==> src/rtl/video_timing_pkg.sv <==
// Shared timing presets, the packed sync bundle and small helpers used by the
// video timing generator and its pixel clock-enable sub-module.
package video_timing_pkg;

    // 640x480 @ 60 Hz, 25 MHz nominal pixel rate
    localparam int VGA_H_ACTIVE = 640;
    localparam int VGA_H_FRONT  = 16;
    localparam int VGA_H_SYNC   = 96;
    localparam int VGA_H_BACK   = 48;
    localparam int VGA_V_ACTIVE = 480;
    localparam int VGA_V_FRONT  = 10;
    localparam int VGA_V_SYNC   = 2;
    localparam int VGA_V_BACK   = 33;

    // 1280x720 @ 60 Hz, 74.25 MHz nominal pixel rate
    localparam int HD_H_ACTIVE  = 1280;
    localparam int HD_H_FRONT   = 110;
    localparam int HD_H_SYNC    = 40;
    localparam int HD_H_BACK    = 220;
    localparam int HD_V_ACTIVE  = 720;
    localparam int HD_V_FRONT   = 5;
    localparam int HD_V_SYNC    = 5;
    localparam int HD_V_BACK    = 20;

    typedef struct packed {
        logic display_on;
        logic vsync;
        logic hsync;
    } sync_t;

    function automatic int h_total(input int active, input int front,
                                   input int sync, input int back);
        return active + front + sync + back;
    endfunction

    function automatic int v_total(input int active, input int front,
                                   input int sync, input int back);
        return active + front + sync + back;
    endfunction

    // Pin level for a sync pulse: pol=1 drives the active level high.
    function automatic logic sync_level(input logic active, input int pol);
        return (pol != 0) ? active : ~active;
    endfunction

    function automatic sync_t sync_idle(input int hpol, input int vpol);
        sync_t s;
        s.display_on = 1'b0;
        s.vsync      = sync_level(1'b0, vpol);
        s.hsync      = sync_level(1'b0, hpol);
        return s;
    endfunction

endpackage

==> src/rtl/video_timing_gen_if.sv <==
// Bundle of timing outputs from the generator to the pixel pipeline / DVI
// transmitter.
interface video_timing_gen_if #(
    parameter int w_x     = 10,
    parameter int w_y     = 10,
    parameter int w_frame = 8
);
    logic               pixel_ce;
    logic               pixel_clk;
    logic [w_x-1:0]     x;
    logic [w_y-1:0]     y;
    logic               hsync;
    logic               vsync;
    logic               display_on;
    logic               line_start;
    logic               frame_start;
    logic [w_frame-1:0] frame_count;

    modport master (
        output pixel_ce,
        output pixel_clk,
        output x,
        output y,
        output hsync,
        output vsync,
        output display_on,
        output line_start,
        output frame_start,
        output frame_count
    );

    modport slave (
        input pixel_ce,
        input pixel_clk,
        input x,
        input y,
        input hsync,
        input vsync,
        input display_on,
        input line_start,
        input frame_start,
        input frame_count
    );
endinterface

==> src/rtl/pixel_ce_gen.sv <==
// Phase-accumulator pixel clock-enable: emits one tick per pixel for any
// pixel_mhz <= clk_mhz ratio, plus a registered pixel clock.
module pixel_ce_gen #(
    parameter int clk_mhz   = 125,
    parameter int pixel_mhz = 25
) (
    input  logic clk,
    input  logic rst_n,
    output logic tick_o,
    output logic pixel_ce_o,
    output logic pixel_clk_o
);
    // Sum of acc (< clk_mhz) and pixel_mhz (<= clk_mhz) stays below 2*clk_mhz.
    localparam int W_ACC = $clog2(2 * clk_mhz) + 1;
    localparam logic [W_ACC-1:0] PIX_STEP = W_ACC'(pixel_mhz);
    localparam logic [W_ACC-1:0] CLK_MOD  = W_ACC'(clk_mhz);
    localparam logic [W_ACC-1:0] HALF_MOD = W_ACC'(clk_mhz / 2);

    logic [W_ACC-1:0] acc_q;
    logic [W_ACC-1:0] acc_d;
    logic [W_ACC-1:0] acc_sum;
    logic             tick;
    logic             pixel_ce_q;
    logic             pixel_clk_q;

    always_comb begin
        acc_sum = acc_q + PIX_STEP;
        acc_d   = acc_sum;
        tick    = 1'b0;
        if (acc_sum >= CLK_MOD) begin
            acc_d = acc_sum - CLK_MOD;
            tick  = 1'b1;
        end
    end

    always_ff @(posedge clk) begin
        if (!rst_n) begin
            acc_q       <= '0;
            pixel_ce_q  <= 1'b0;
            pixel_clk_q <= 1'b1;
        end else begin
            acc_q       <= acc_d;
            pixel_ce_q  <= tick;
            pixel_clk_q <= (acc_d < HALF_MOD);
        end
    end

    // tick_o is the combinational advance strobe; pixel_ce_o lands with the
    // counter update it caused.
    assign tick_o      = tick;
    assign pixel_ce_o  = pixel_ce_q;
    assign pixel_clk_o = pixel_clk_q;

endmodule

==> src/rtl/video_timing_gen.sv <==
// Parametrised raster timing generator: x/y counters, sync/DE regions,
// line/frame strobes and frame counter, advanced by a fractional pixel enable.
module video_timing_gen
    import video_timing_pkg::*;
#(
    parameter int clk_mhz    = 125,
    parameter int pixel_mhz  = 25,
    parameter int h_active   = VGA_H_ACTIVE,
    parameter int h_front    = VGA_H_FRONT,
    parameter int h_sync     = VGA_H_SYNC,
    parameter int h_back     = VGA_H_BACK,
    parameter int v_active   = VGA_V_ACTIVE,
    parameter int v_front    = VGA_V_FRONT,
    parameter int v_sync     = VGA_V_SYNC,
    parameter int v_back     = VGA_V_BACK,
    parameter int hsync_pol  = 0,
    parameter int vsync_pol  = 0,
    parameter int sync_delay = 0,
    parameter int w_frame    = 8,
    parameter int w_x        = $clog2(h_total(h_active, h_front, h_sync, h_back)),
    parameter int w_y        = $clog2(v_total(v_active, v_front, v_sync, v_back))
) (
    input  logic               clk,
    input  logic               rst_n,
    video_timing_gen_if.master vid_o
);
    localparam int H_TOTAL  = h_total(h_active, h_front, h_sync, h_back);
    localparam int V_TOTAL  = v_total(v_active, v_front, v_sync, v_back);
    localparam int HS_START = h_active + h_front;
    localparam int HS_STOP  = h_active + h_front + h_sync;
    localparam int VS_START = v_active + v_front;
    localparam int VS_STOP  = v_active + v_front + v_sync;
    localparam logic [w_x-1:0] X_LAST = w_x'(H_TOTAL - 1);
    localparam logic [w_y-1:0] Y_LAST = w_y'(V_TOTAL - 1);
    localparam sync_t SYNC_IDLE = sync_idle(hsync_pol, vsync_pol);

    logic               tick;
    logic               pixel_ce;
    logic               pixel_clk;

    logic [w_x-1:0]     x_q;
    logic [w_x-1:0]     x_d;
    logic [w_y-1:0]     y_q;
    logic [w_y-1:0]     y_d;
    logic               line_start_q;
    logic               line_start_d;
    logic               frame_start_q;
    logic               frame_start_d;
    logic [w_frame-1:0] frame_count_q;
    logic [w_frame-1:0] frame_count_d;
    sync_t              sync_q;
    sync_t              sync_d;
    logic               h_act;
    logic               v_act;

    pixel_ce_gen #(
        .clk_mhz   (clk_mhz),
        .pixel_mhz (pixel_mhz)
    ) u_pixel_ce_gen (
        .clk         (clk),
        .rst_n       (rst_n),
        .tick_o      (tick),
        .pixel_ce_o  (pixel_ce),
        .pixel_clk_o (pixel_clk)
    );

    // Regions are decoded from the new x/y so they line up with the counters.
    always_comb begin
        x_d           = x_q;
        y_d           = y_q;
        line_start_d  = 1'b0;
        frame_start_d = 1'b0;
        frame_count_d = frame_count_q;
        sync_d        = sync_q;
        h_act         = 1'b0;
        v_act         = 1'b0;
        if (tick) begin
            if (x_q == X_LAST) begin
                x_d = '0;
                y_d = (y_q == Y_LAST) ? '0 : y_q + w_y'(1);
            end else begin
                x_d = x_q + w_x'(1);
            end
            h_act = (int'(x_d) >= HS_START) && (int'(x_d) < HS_STOP);
            v_act = (int'(y_d) >= VS_START) && (int'(y_d) < VS_STOP);
            sync_d.hsync      = sync_level(h_act, hsync_pol);
            sync_d.vsync      = sync_level(v_act, vsync_pol);
            sync_d.display_on = (int'(x_d) < h_active) && (int'(y_d) < v_active);
            line_start_d  = (x_d == '0);
            frame_start_d = (x_d == '0) && (y_d == '0);
            if (frame_start_d) begin
                frame_count_d = frame_count_q + w_frame'(1);
            end
        end
    end

    always_ff @(posedge clk) begin
        if (!rst_n) begin
            x_q           <= X_LAST;
            y_q           <= Y_LAST;
            line_start_q  <= 1'b0;
            frame_start_q <= 1'b0;
            frame_count_q <= '1;
            sync_q        <= SYNC_IDLE;
        end else begin
            x_q           <= x_d;
            y_q           <= y_d;
            line_start_q  <= line_start_d;
            frame_start_q <= frame_start_d;
            frame_count_q <= frame_count_d;
            sync_q        <= sync_d;
        end
    end

    // Optional pixel-enabled delay on sync/DE only, matching the RGB pipeline.
    sync_t sync_tap [0:sync_delay];
    assign sync_tap[0] = sync_q;

    genvar gi;
    generate
        for (gi = 0; gi < sync_delay; gi++) begin : g_sync_dly
            sync_t stage_q;
            always_ff @(posedge clk) begin
                if (!rst_n) begin
                    stage_q <= SYNC_IDLE;
                end else if (tick) begin
                    stage_q <= sync_tap[gi];
                end
            end
            assign sync_tap[gi+1] = stage_q;
        end
    endgenerate

    assign vid_o.pixel_ce    = pixel_ce;
    assign vid_o.pixel_clk   = pixel_clk;
    assign vid_o.x           = x_q;
    assign vid_o.y           = y_q;
    assign vid_o.hsync       = sync_tap[sync_delay].hsync;
    assign vid_o.vsync       = sync_tap[sync_delay].vsync;
    assign vid_o.display_on  = sync_tap[sync_delay].display_on;
    assign vid_o.line_start  = line_start_q;
    assign vid_o.frame_start = frame_start_q;
    assign vid_o.frame_count = frame_count_q;

endmodule

==> src/flat_wrapper.sv <==
// flat-port wrapper written by rule: the top's interface ports become plain ports
module video_timing_gen_flat import video_timing_pkg::*;
#(
    parameter int clk_mhz    = 125,
    parameter int pixel_mhz  = 25,
    parameter int h_active   = VGA_H_ACTIVE,
    parameter int h_front    = VGA_H_FRONT,
    parameter int h_sync     = VGA_H_SYNC,
    parameter int h_back     = VGA_H_BACK,
    parameter int v_active   = VGA_V_ACTIVE,
    parameter int v_front    = VGA_V_FRONT,
    parameter int v_sync     = VGA_V_SYNC,
    parameter int v_back     = VGA_V_BACK,
    parameter int hsync_pol  = 0,
    parameter int vsync_pol  = 0,
    parameter int sync_delay = 0,
    parameter int w_frame    = 8,
    parameter int w_x        = $clog2(h_total(h_active, h_front, h_sync, h_back)),
    parameter int w_y        = $clog2(v_total(v_active, v_front, v_sync, v_back))
)
  (clk, rst_n, vid_o_pixel_ce, vid_o_pixel_clk, vid_o_x, vid_o_y, vid_o_hsync, vid_o_vsync, vid_o_display_on, vid_o_line_start, vid_o_frame_start, vid_o_frame_count);
  video_timing_gen_if #(.w_x(w_x), .w_y(w_y), .w_frame(w_frame)) vid_o_i ();
  input  logic clk;
  input  logic rst_n;
  output wire logic [$bits(vid_o_i.pixel_ce)-1:0] vid_o_pixel_ce;
  output wire logic [$bits(vid_o_i.pixel_clk)-1:0] vid_o_pixel_clk;
  output wire logic [$bits(vid_o_i.x)-1:0] vid_o_x;
  output wire logic [$bits(vid_o_i.y)-1:0] vid_o_y;
  output wire logic [$bits(vid_o_i.hsync)-1:0] vid_o_hsync;
  output wire logic [$bits(vid_o_i.vsync)-1:0] vid_o_vsync;
  output wire logic [$bits(vid_o_i.display_on)-1:0] vid_o_display_on;
  output wire logic [$bits(vid_o_i.line_start)-1:0] vid_o_line_start;
  output wire logic [$bits(vid_o_i.frame_start)-1:0] vid_o_frame_start;
  output wire logic [$bits(vid_o_i.frame_count)-1:0] vid_o_frame_count;
  assign vid_o_pixel_ce = vid_o_i.pixel_ce;
  assign vid_o_pixel_clk = vid_o_i.pixel_clk;
  assign vid_o_x = vid_o_i.x;
  assign vid_o_y = vid_o_i.y;
  assign vid_o_hsync = vid_o_i.hsync;
  assign vid_o_vsync = vid_o_i.vsync;
  assign vid_o_display_on = vid_o_i.display_on;
  assign vid_o_line_start = vid_o_i.line_start;
  assign vid_o_frame_start = vid_o_i.frame_start;
  assign vid_o_frame_count = vid_o_i.frame_count;
  video_timing_gen #(.clk_mhz(clk_mhz), .pixel_mhz(pixel_mhz), .h_active(h_active), .h_front(h_front), .h_sync(h_sync), .h_back(h_back), .v_active(v_active), .v_front(v_front), .v_sync(v_sync), .v_back(v_back), .hsync_pol(hsync_pol), .vsync_pol(vsync_pol), .sync_delay(sync_delay), .w_frame(w_frame), .w_x(w_x), .w_y(w_y)) u_core (.clk(clk), .rst_n(rst_n), .vid_o(vid_o_i));
endmodule
==> config.mk <==
export PLATFORM = sky130hd
export DESIGN_NAME = video_timing_gen_flat
export DESIGN_NICKNAME = d
export VERILOG_FILES = /design/src/rtl/video_timing_pkg.sv /design/src/rtl/video_timing_gen_if.sv /design/src/rtl/pixel_ce_gen.sv /design/src/rtl/video_timing_gen.sv /design/src/flat_wrapper.sv
export SDC_FILE = /design/constraint.sdc
export NUM_CORES = 1
export LEC_CHECK = 0
export BUFFER_PORTS_ARGS = -buffer_cell sky130_fd_sc_hd__buf_2
export CAP_MARGIN = 25
export CORE_MARGIN = 2
export CORE_UTILIZATION = 35
export DETAILED_ROUTE_END_ITERATION = 12
export GPL_ROUTABILITY_DRIVEN = 0
export PLACE_DENSITY = 0.5
export SLEW_MARGIN = 20
export SYNTH_ARGS = -nofsm -noshare
export SYNTH_HDL_FRONTEND = slang
export SYNTH_SLANG_ARGS = --single-unit
==> constraint.sdc <==
create_clock -name clk -period 4.6 [get_ports clk]
set_clock_uncertainty 0.05 [all_clocks]
set_input_delay 0.46 -clock clk [delete_from_list [all_inputs] [get_ports clk]]
set_output_delay 0.46 -clock clk [all_outputs]
set_load 0.01 [all_outputs]
Yosys cells after proc, flatten, opt, wreduce, memory -nomap -nowiden --
Cells that the tools add are included.
Word-level totals: output and inout bits 35, bits of input ports 2, register bits after elaboration 44, word-level logic and storage cells 43
Operators by class: mux-type cells 7, reductions and logical operators 8, eq/ne operators 2, order comparisons 8, add/subtract/negate cells 5, bitwise operators 2
Operators with widths (count):
- two-way mux 10 bit | 5
- adder 10 x 1 -> 10 bit, second input constant | 2
- equality test 10 bit, second input constant | 2
- logical NOT 10 bit | 2
- < comparator 10 bit, second input constant | 2
- < comparator 10 x 9 -> 1 bit, second input constant | 2
- >= comparator 10 bit, second input constant | 1
- >= comparator 10 x 9 -> 1 bit, second input constant | 1
- adder 9 x 5 -> 9 bit, second input constant | 1
- >= comparator 9 x 7 -> 1 bit, second input constant | 1
- < comparator 9 x 6 -> 1 bit, second input constant | 1
- two-way mux 9 bit | 1
- subtractor 9 x 7 -> 9 bit, second input constant | 1
- adder 8 x 1 -> 8 bit, second input constant | 1
- logical AND 1 bit | 4
- AND reduction 2 bit | 2
- inverter 1 bit | 2
- two-way mux 1 bit | 1

Logic depth before layout (Yosys ltp) --
Gate-level depths: netlist of run 1.
word-level depth 7, depth in mapped cells 12

Modules after synthesis --
From an unflattened synthesis of run 1, not the netlist that was laid out.
Second synthesis, totals: cells, all modules 367, area total of the unflattened synthesis 3116.7 µm²
By module, submodules not included:
- video_timing_gen | cells an instance 252, area each 2082.0 µm², times used 1, seq. area each 660.6 µm²
- pixel_ce_gen | cells an instance 115, area each 1034.7 µm², times used 1, seq. area each 220.2 µm²

Least setup slack after synthesis of run 1 --
No wires, ideal clock.
kind flip-flop to flip-flop, from register u_core.x_q[0], in the netlist u_core.vid_o.x[0], to register u_core.frame_count_q[5], in the netlist u_core.vid_o.frame_count[5], library setup time 0.123 ns, arrival 2.856 ns, path buffers 2, cell stages (with the launch flop) 11, path slack 1.570 ns, path through dfxtp_1 > ha_1 > and4_1 > buf_2 > nand3_2 > a2111oi_4 > o311ai_1 > or4_1 > buf_2 > nor4_1 > mux2_1
Between the ends: longest elaborated chain between the ends 6, elaborated cells on any way between the ends 10, classes of those cells add/sub: 1; eq/ne: 1; mux: 4; reduce/logical: 4
RTL lines:
- from (decl) | RTL line video_timing_gen.sv:41 | logic [w_x-1:0] x_q;
- from (signal assigned) | RTL line video_timing_gen.sv:99 | x_q <= X_LAST;
- from (signal assigned) | RTL line video_timing_gen.sv:106 | x_q <= x_d;
- adder 10 x 1 -> 10 bit or equality test 10 bit (tied branches) | RTL line video_timing_gen.sv:82, video_timing_gen.sv:78
- two-way mux 10 bit | RTL line video_timing_gen.sv:78 | if (x_q == X_LAST) begin
- two-way mux 10 bit | RTL line video_timing_gen.sv:77 | if (tick) begin
- logical NOT 10 bit | RTL line video_timing_gen.sv:90 | frame_start_d = (x_d == '0) && (y_d == '0);
- logical AND 1 bit * | RTL line video_timing_gen.sv:90
- AND reduction 2 bit (no line) *
- to (signal assigned) | RTL line video_timing_gen.sv:110 | frame_count_q <= frame_count_d;
- to (decl) | RTL line video_timing_gen.sv:49 | logic [w_frame-1:0] frame_count_q;
Every way passes the cells marked *; elsewhere a longest branch is shown, timed or not. The select of a mux whose other input is x is not followed. A chain may end at the register's enable or synchronous reset.

Final worst setup path of run 1 --
Ends and elaborated chain as after synthesis.

==> results.json, run 1 <==
{
  "viasPerCell": 5.499,
  "fmax_mhz": 275.4,
  "grt_first_pass_wirelength_um": 13260,
  "synth_seq_area_share_pct": 28.81,
  "worstPathArrival_ns": 3.78,
  "ant_nets": 0,
  "period_needed_ns": 3.631,
  "hold_class": "flop to flop",
  "rows": 34,
  "synth_async_sr_flop_share_pct": 0,
  "cts_hold_buf": 0,
  "path_class": "flop to flop",
  "peakVddDrop_uv": 314.4,
  "antenna_found_initial": 0,
  "slew_headroom_pct": 48.55,
  "synth_cell_types": 65,
  "synth_top_family_by_area": "simple AND/OR/NAND/NOR gates",
  "first_pass_iters": 4,
  "worst_pin_slew_ns": 0.7648,
  "clkSinkCount": 44,
  "cts.clk_slew.worst_paths_ns": 0.09,
  "r2r_slack_ns": 0.97,
  "final_nets": 420,
  "grt_max_degree": 29,
  "grt_pass1_vias": 2653,
  "synth_warnings": 0,
  "drt-initial-drc-count": 185,
  "wl_per_cell_um": 15.11,
  "critPathLaunchType": "flop",
  "antennaDiodeCount": 0,
  "clockRootBuffer": "clkbuf_8",
  "clkLatencyLatePin_ns": 0.30,
  "worstSetupEndpointType": "flop",
  "syn_to_final_growth_pct": 12.23,
  "die_x_um": 97.47,
  "ioPinCount": 37,
  "gr-total-overflow": 0,
  "yosys.area.top_type": "dfxtp_1",
  "synthCells": 390,
  "rsz0062_at_grt": "no",
  "synth_ff_type": "dfxtp_1",
  "synth_edf_count": 0,
  "layout-drive-gt1-share_pct": 15.82,
  "post-route-util_pct": 39.94,
  "fin_crit_sh_pct": 78.93,
  "layout_commonest_cell": "nand2_1",
  "gr-usage-all-layers_pct": 16.57,
  "yosys.area_share.simple_pct": 32.90,
  "dp_hpwl_um": 5493,
  "finalHoldViolations": 0,
  "power_density_nw_per_um2": 826.9,
  "drc_errors": 0,
  "cts_tree": "yes",
  "core_area_um2": 8593,
  "final_cell_mix": "nand2_1 (45), dfxtp_1 (44), buf_2 (36)",
  "numCtsBuffers": 5,
  "path_max_fanout": 13,
  "outcome": "complete, no violations",
  "synth_compound_area_share_pct": 19.89,
  "cts_setup_buffers": 0,
  "wl_um": 7842,
  "vias": 2854,
  "synth_top_area_share_pct": 28.81,
  "setup_tns_ns": 0,
  "cts_resized": 0,
  "die_area_um2": 9500,
  "syn-num-nets": 400,
  "drv_slew": 0,
  "max-cap-violations": 0,
  "synthTopCellsByArea": "dfxtp_1 (29%), nand2_1 (5.5%), xnor2_1 (4.6%)",
  "clk_path_buf_depth": 2,
  "netlist_area_um2": 3058,
  "p_leak_nw": 1.306,
  "die_y_um": 97.47,
  "synth-xor-area-share_pct": 7.447,
  "port_buffers": 36,
  "synth_fa_ha_area_share_pct": 3.273,
  "cp.required_ns": 4.75,
  "muxShareOfSynthArea_pct": 2.823,
  "initial_core_util_pct": 35.59,
  "setup_violations": 0,
  "syn_avg_cell_area_um2": 7.841,
  "ys_ff_latch": 44,
  "cts.htree.levels": 2
}
-- cell type report --
class / count / area [um^2]
fillers: 924 / 5161
multi-input cells: 312 / 2028
flip-flops and latches: 44 / 880.8
repair buffers: 38 / 195.2
well taps: 108 / 135.1
clock inverters: 3 / 90.09
clock buffers: 5 / 68.82
inverters: 9 / 33.78
-- report_power, final --
part	switching (mW)	leakage [nW]	internal [mW]
Clock	0.145	0.0784	0.272
Sequential	0.164	0.359	0.475
Combinational	1.13	0.869	0.656
Total	1.43	1.31	1.40
-- worst max-delay path, cell delays in order (launching register included) --
cell and delay [ns]:
dfxtp_1 0.45, ha_1 0.31, and4_1 0.41, nand3_1 0.43
o21ai_0 0.30, o211ai_1 0.16, or4_1 0.72, nor4_1 0.34
mux2_1 0.34
-- cells in the mapped netlist, types with 2 or more instances --
master,number
nand2_1,45
inv_1,8
o211ai_1,3
nand3_1,23
ha_1,8
buf_2,11
nor2_1,31
a21oi_1,15
or3_1,6
nand2b_1,10
a31oi_1,4
mux2i_1,3
or4_1,6
o21ai_0,27
o31ai_1,2
a31o_2,2
and2_1,7
mux2_1,2
dfxtp_1,44
or2_2,3
and3_1,5
a211o_1,2
nor4b_1,2
mux2_2,3
o22ai_1,2
nand3b_1,3
a211oi_1,3
xnor2_1,16
o21a_1,3
nor4b_4,2
nor2b_1,2
a311oi_1,3
clkbuf_1,12
nor4_1,5
xor2_1,10
a21boi_0,3
nor3_1,13
and4_1,3
o311ai_0,4
nand4_1,9
-- routing by layer --
metal / global-route usage [%] / part of all wire (%)
met1: 23.68 / 50
met2: 26.15 / 46
met3: 2.950 / 3.4
met4: 3.632 / 0.68
met5: 0 / 0
-- kinds of logic (layout without fill, tap and decap cells) --
group           after synthesis  in the layout
mux                           8              8
fa+ha+maj                     8              8
xor+xnor                     26             26
simple gates                183            183
flops                        44             44
buf+inv                      34             55
compound gates               87             87
-- stage by stage --
step                      hold WS (ns)  instances  cell area [um^2]  setup slack [ns]  total power, mW
after CTS                       0.4287        519              3432             1.016            2.849
after global placement          0.4094        511              3273             1.092            2.415
after detailed placement        0.4143        511              3273             1.043            2.413
after floorplan                 0.4261        390              3058             1.570            2.015
final                           0.4239        519              3432            0.9692            2.838
after global routing            0.4843        519              3432            0.7066            3.104
-- registers in the layout, summed over array words and instances (netlist names) --
name,count
u_core.u_pixel_ce_gen.acc_q,9
u_core.vid_o.vsync,1
u_core.u_pixel_ce_gen.pixel_ce_o,1
u_core.vid_o.hsync,1
u_core.u_pixel_ce_gen.pixel_clk_o,1
u_core.vid_o.x,10
u_core.vid_o.line_start,1
u_core.vid_o.frame_count,8
u_core.vid_o.y,10
u_core.vid_o.frame_start,1
u_core.vid_o.display_on,1
-- final timing paths --
kind | endpoint | start | cells after the start
max reg2reg | u_core.vid_o.frame_count[5] | u_core.vid_o.x[0] | 8
min | u_core.vid_o.display_on | u_core.vid_o.display_on | 2
max | u_core.vid_o.frame_count[5] | u_core.vid_o.x[0] | 8
min reg2reg | u_core.vid_o.display_on | u_core.vid_o.display_on | 2
No activity file was read; power rests on OpenSTA's default activity.
==> inputs of run 2 (changes only) <==
--- a/config.mk
+++ b/config.mk
@@ -5,13 +5,14 @@
 export SDC_FILE = /design/constraint.sdc
 export NUM_CORES = 1
 export LEC_CHECK = 0
+export ABC_AREA = 1
 export BUFFER_PORTS_ARGS = -buffer_cell sky130_fd_sc_hd__buf_2
 export CAP_MARGIN = 25
 export CORE_MARGIN = 2
 export CORE_UTILIZATION = 35
 export DETAILED_ROUTE_END_ITERATION = 12
 export GPL_ROUTABILITY_DRIVEN = 0
-export PLACE_DENSITY = 0.5
+export PLACE_DENSITY = 0.51
 export SLEW_MARGIN = 20
 export SYNTH_ARGS = -nofsm -noshare
 export SYNTH_HDL_FRONTEND = slang
==> constraint.sdc (replaced) <==
create_clock -name clk -period 3 [get_ports clk]
set_clock_uncertainty 0.05 [all_clocks]
set_input_delay 0.3 -clock clk [delete_from_list [all_inputs] [get_ports clk]]
set_output_delay 0.3 -clock clk [all_outputs]
set_load 0.01 [all_outputs]
==> results.json, run 2 <==
{
  "vias": 2997,
  "seqPwrFrac_pct": 23.5,
  "hold_class": "input pin to flop",
  "path_max_fanout": 31,
  "layout-drive-gt1-share_pct": 18.67,
  "reg2regPathDepth": 12,
  "critPathLaunch": "u_core.u_pixel_ce_gen.acc_q[0]",
  "grt_pass1_vias": 2766,
  "r2r_start": "u_core.u_pixel_ce_gen.acc_q[0]",
  "synth_seq_area_share_pct": 28.81,
  "r2r-end": "u_core.vid_o.vsync",
  "final_nets": 507,
  "grt_max_degree": 32,
  "drc_errors": 0,
  "peakVddDrop_uv": 381.2,
  "rows": 34,
  "syn_to_final_growth_pct": 14.57,
  "synth_top_area_share_pct": 28.81,
  "wl_per_cell_um": 12.66,
  "fin_crit_sh_pct": 88.28,
  "netlist_area_um2": 3058,
  "cts.htree.levels": 2,
  "clockRootBuffer": "clkbuf_8",
  "netlist_top_cells_count": "nand2_1 (119), inv_1 (53), dfxtp_1 (44)",
  "setup_tns_ns": 0,
  "gr-total-overflow": 0,
  "viasPerCell": 4.946,
  "max-cap-violations": 0,
  "power_density_nw_per_um2": 1101,
  "r2r_slack_ns": 0.35,
  "outcome": "complete, no violations",
  "port_buffers": 36,
  "p_clk_share_pct": 16.5,
  "cts.clk_slew.worst_paths_ns": 0.10,
  "worst_pin_slew_ns": 0.5695,
  "synthCells": 460,
  "dp_hpwl_um": 5822,
  "worstHoldStart": "rst_n",
  "fmax_mhz": 377.6,
  "layout_commonest_cell": "nand2_1",
  "power_switching_share_pct": 50.75,
  "die_y_um": 97.47,
  "cts_resized": 0,
  "worstPathArrival_ns": 2.77,
  "worstSetupEndpointType": "flop",
  "synth_async_sr_flop_share_pct": 0,
  "ys_ff_latch": 44,
  "synth.most_common_cell": "nand2_1",
  "cts_hold_buf": 0,
  "netSwitchingPower_mw": 1.958,
  "syn_avg_cell_area_um2": 6.648,
  "die_x_um": 97.47,
  "ant_nets": 0,
  "rsz0062_at_grt": "no",
  "antennaDiodeCount": 0,
  "initial_core_util_pct": 35.59,
  "wl_um": 7674,
  "period_needed_ns": 2.649,
  "p_leak_nw": 1.779,
  "drt-initial-drc-count": 137,
  "slew_headroom_pct": 61.99,
  "drv_slew": 0,
  "grt_first_pass_wirelength_um": 13050,
  "synth_ff_type": "dfxtp_1",
  "synth_cell_types": 35,
  "clkLatencyLatePin_ns": 0.30,
  "yosys.area.top_type": "dfxtp_1",
  "synth_warnings": 0,
  "cp.required_ns": 3.13,
  "fin_cells": 606,
  "clkSinkCount": 44,
  "syn-num-nets": 470,
  "cts_setup_buffers": 0,
  "first_pass_iters": 4,
  "core_area_um2": 8593,
  "ioPinCount": 37,
  "fin_hold_ws_ns": 0.3923,
  "power.internal_mw": 1.900,
  "timing.critical_path.to": "u_core.vid_o.vsync",
  "gr-usage-all-layers_pct": 16.41,
  "cts_tree": "yes",
  "finalHoldViolations": 0,
  "dpl_worst_slack_ns": 0.3913,
  "die_area_um2": 9500,
  "synth_edf_count": 0,
  "critPathLaunchType": "flop",
  "comb_power_share_pct": 60.0,
  "setup_violations": 0,
  "synthTopCellsByArea": "dfxtp_1 (29%), nand2_1 (15%), nand3_1 (6.5%)",
  "clk_path_buf_depth": 2,
  "antenna_found_initial": 0,
  "hold_path_depth": 2,
  "path_class": "flop to flop",
  "setup_ws_ns": 0.3515,
  "numCtsBuffers": 5,
  "final_cell_mix": "nand2_1 (119), inv_1 (53), dfxtp_1 (44)",
  "dpl.cell_count": 598
}
## run 2: changes by cell type in the layout (fill, tap and decap cells not counted), sizes merged, moves of 7 or more
cell,before,now
nand2b,10,0
o21ai,27,34
nor2,31,48
nand2,45,129
nor3,14,7
nand3,25,46
a21oi,16,25
xnor2,16,2
nand4,9,28
inv,8,60
## run 2: layer usage
layer | global-route usage (%) | vias to the layer above | routed length, um
met3 | 2.374 | 9 | 236
met5 | 0 | - | 0
li1 | - | 1581 | -
met2 | 27.37 | 43 | 3587
met4 | 3.953 | 0 | 70
met1 | 22.40 | 1364 | 3779
## run 2: final cells by class
cell class / count / area [um^2]
Clock buffer: 5 / 68.82
Clock inverter: 3 / 90.09
Fill cell: 945 / 5090
Inverter: 63 / 240.2
Multi-Input combinational cell: 344 / 1886
Sequential cell: 44 / 880.8
Tap cell: 108 / 135.1
Timing Repair Buffer: 39 / 202.7
## run 2: logic make-up (layout without fill, tap and decap cells)
family                     count (synthesis)  count (layout)  share of synthesized area, %
and+or+nand+nor                          262             262                         44.11
buffers and inverters                     72             110                         9.533
AOI/OAI and AO/OA                         62              62                         10.84
DFF                                       44              44                         28.81
xor gates and xnor gates                  12              12                         3.437
adders and majority gates                  8               8                         3.273
## run 2: power by group through the flow
stage / clock, mW / combinational, mW / sequential (mW)
CTS: 0.647 / 2.34 / 0.908
detailed placement: 0 / 2.33 / 0.921
global route: 0.666 / 2.65 / 0.933
finish: 0.636 / 2.31 / 0.907
floorplan: 0 / 1.84 / 0.922
global placement: 0 / 2.32 / 0.917
## run 2: worst max-delay path, cell delays in order, from the launching register on
cell,delay (ns)
dfxtp_1,0.46
inv_1,0.13
ha_1,0.35
nor2_1,0.07
nor2_2,0.13
nand3_1,0.11
nor2_2,0.11
nand2_1,0.12
nand4_4,0.22
buf_4,0.35
nand2_1,0.11
nor3_1,0.22
o21ai_1,0.08
## run 2: worst min-delay path by stage
stage          slack (ns)                 endpoint
2_1_floorplan        0.44  u_core.vid_o.display_on
3_3_place_gp         0.43  u_core.vid_o.display_on
3_5_place_dp         0.43  u_core.vid_o.display_on
4_1_cts              0.38        u_core.vid_o.x[9]
5_1_grt              0.42        u_core.vid_o.y[9]
6_report             0.39        u_core.vid_o.x[9]
## run 2: through the flow
stage / power, mW / util, % / cell area, um^2
2_1_floorplan: 2.757 / - / 3058
3_3_place_gp: 3.235 / 38.92 / 3344
3_5_place_dp: 3.250 / 38.92 / 3344
4_1_cts: 3.896 / 40.77 / 3503
5_1_grt: 4.254 / 40.77 / 3503
6_report: 3.858 / 40.77 / 3503
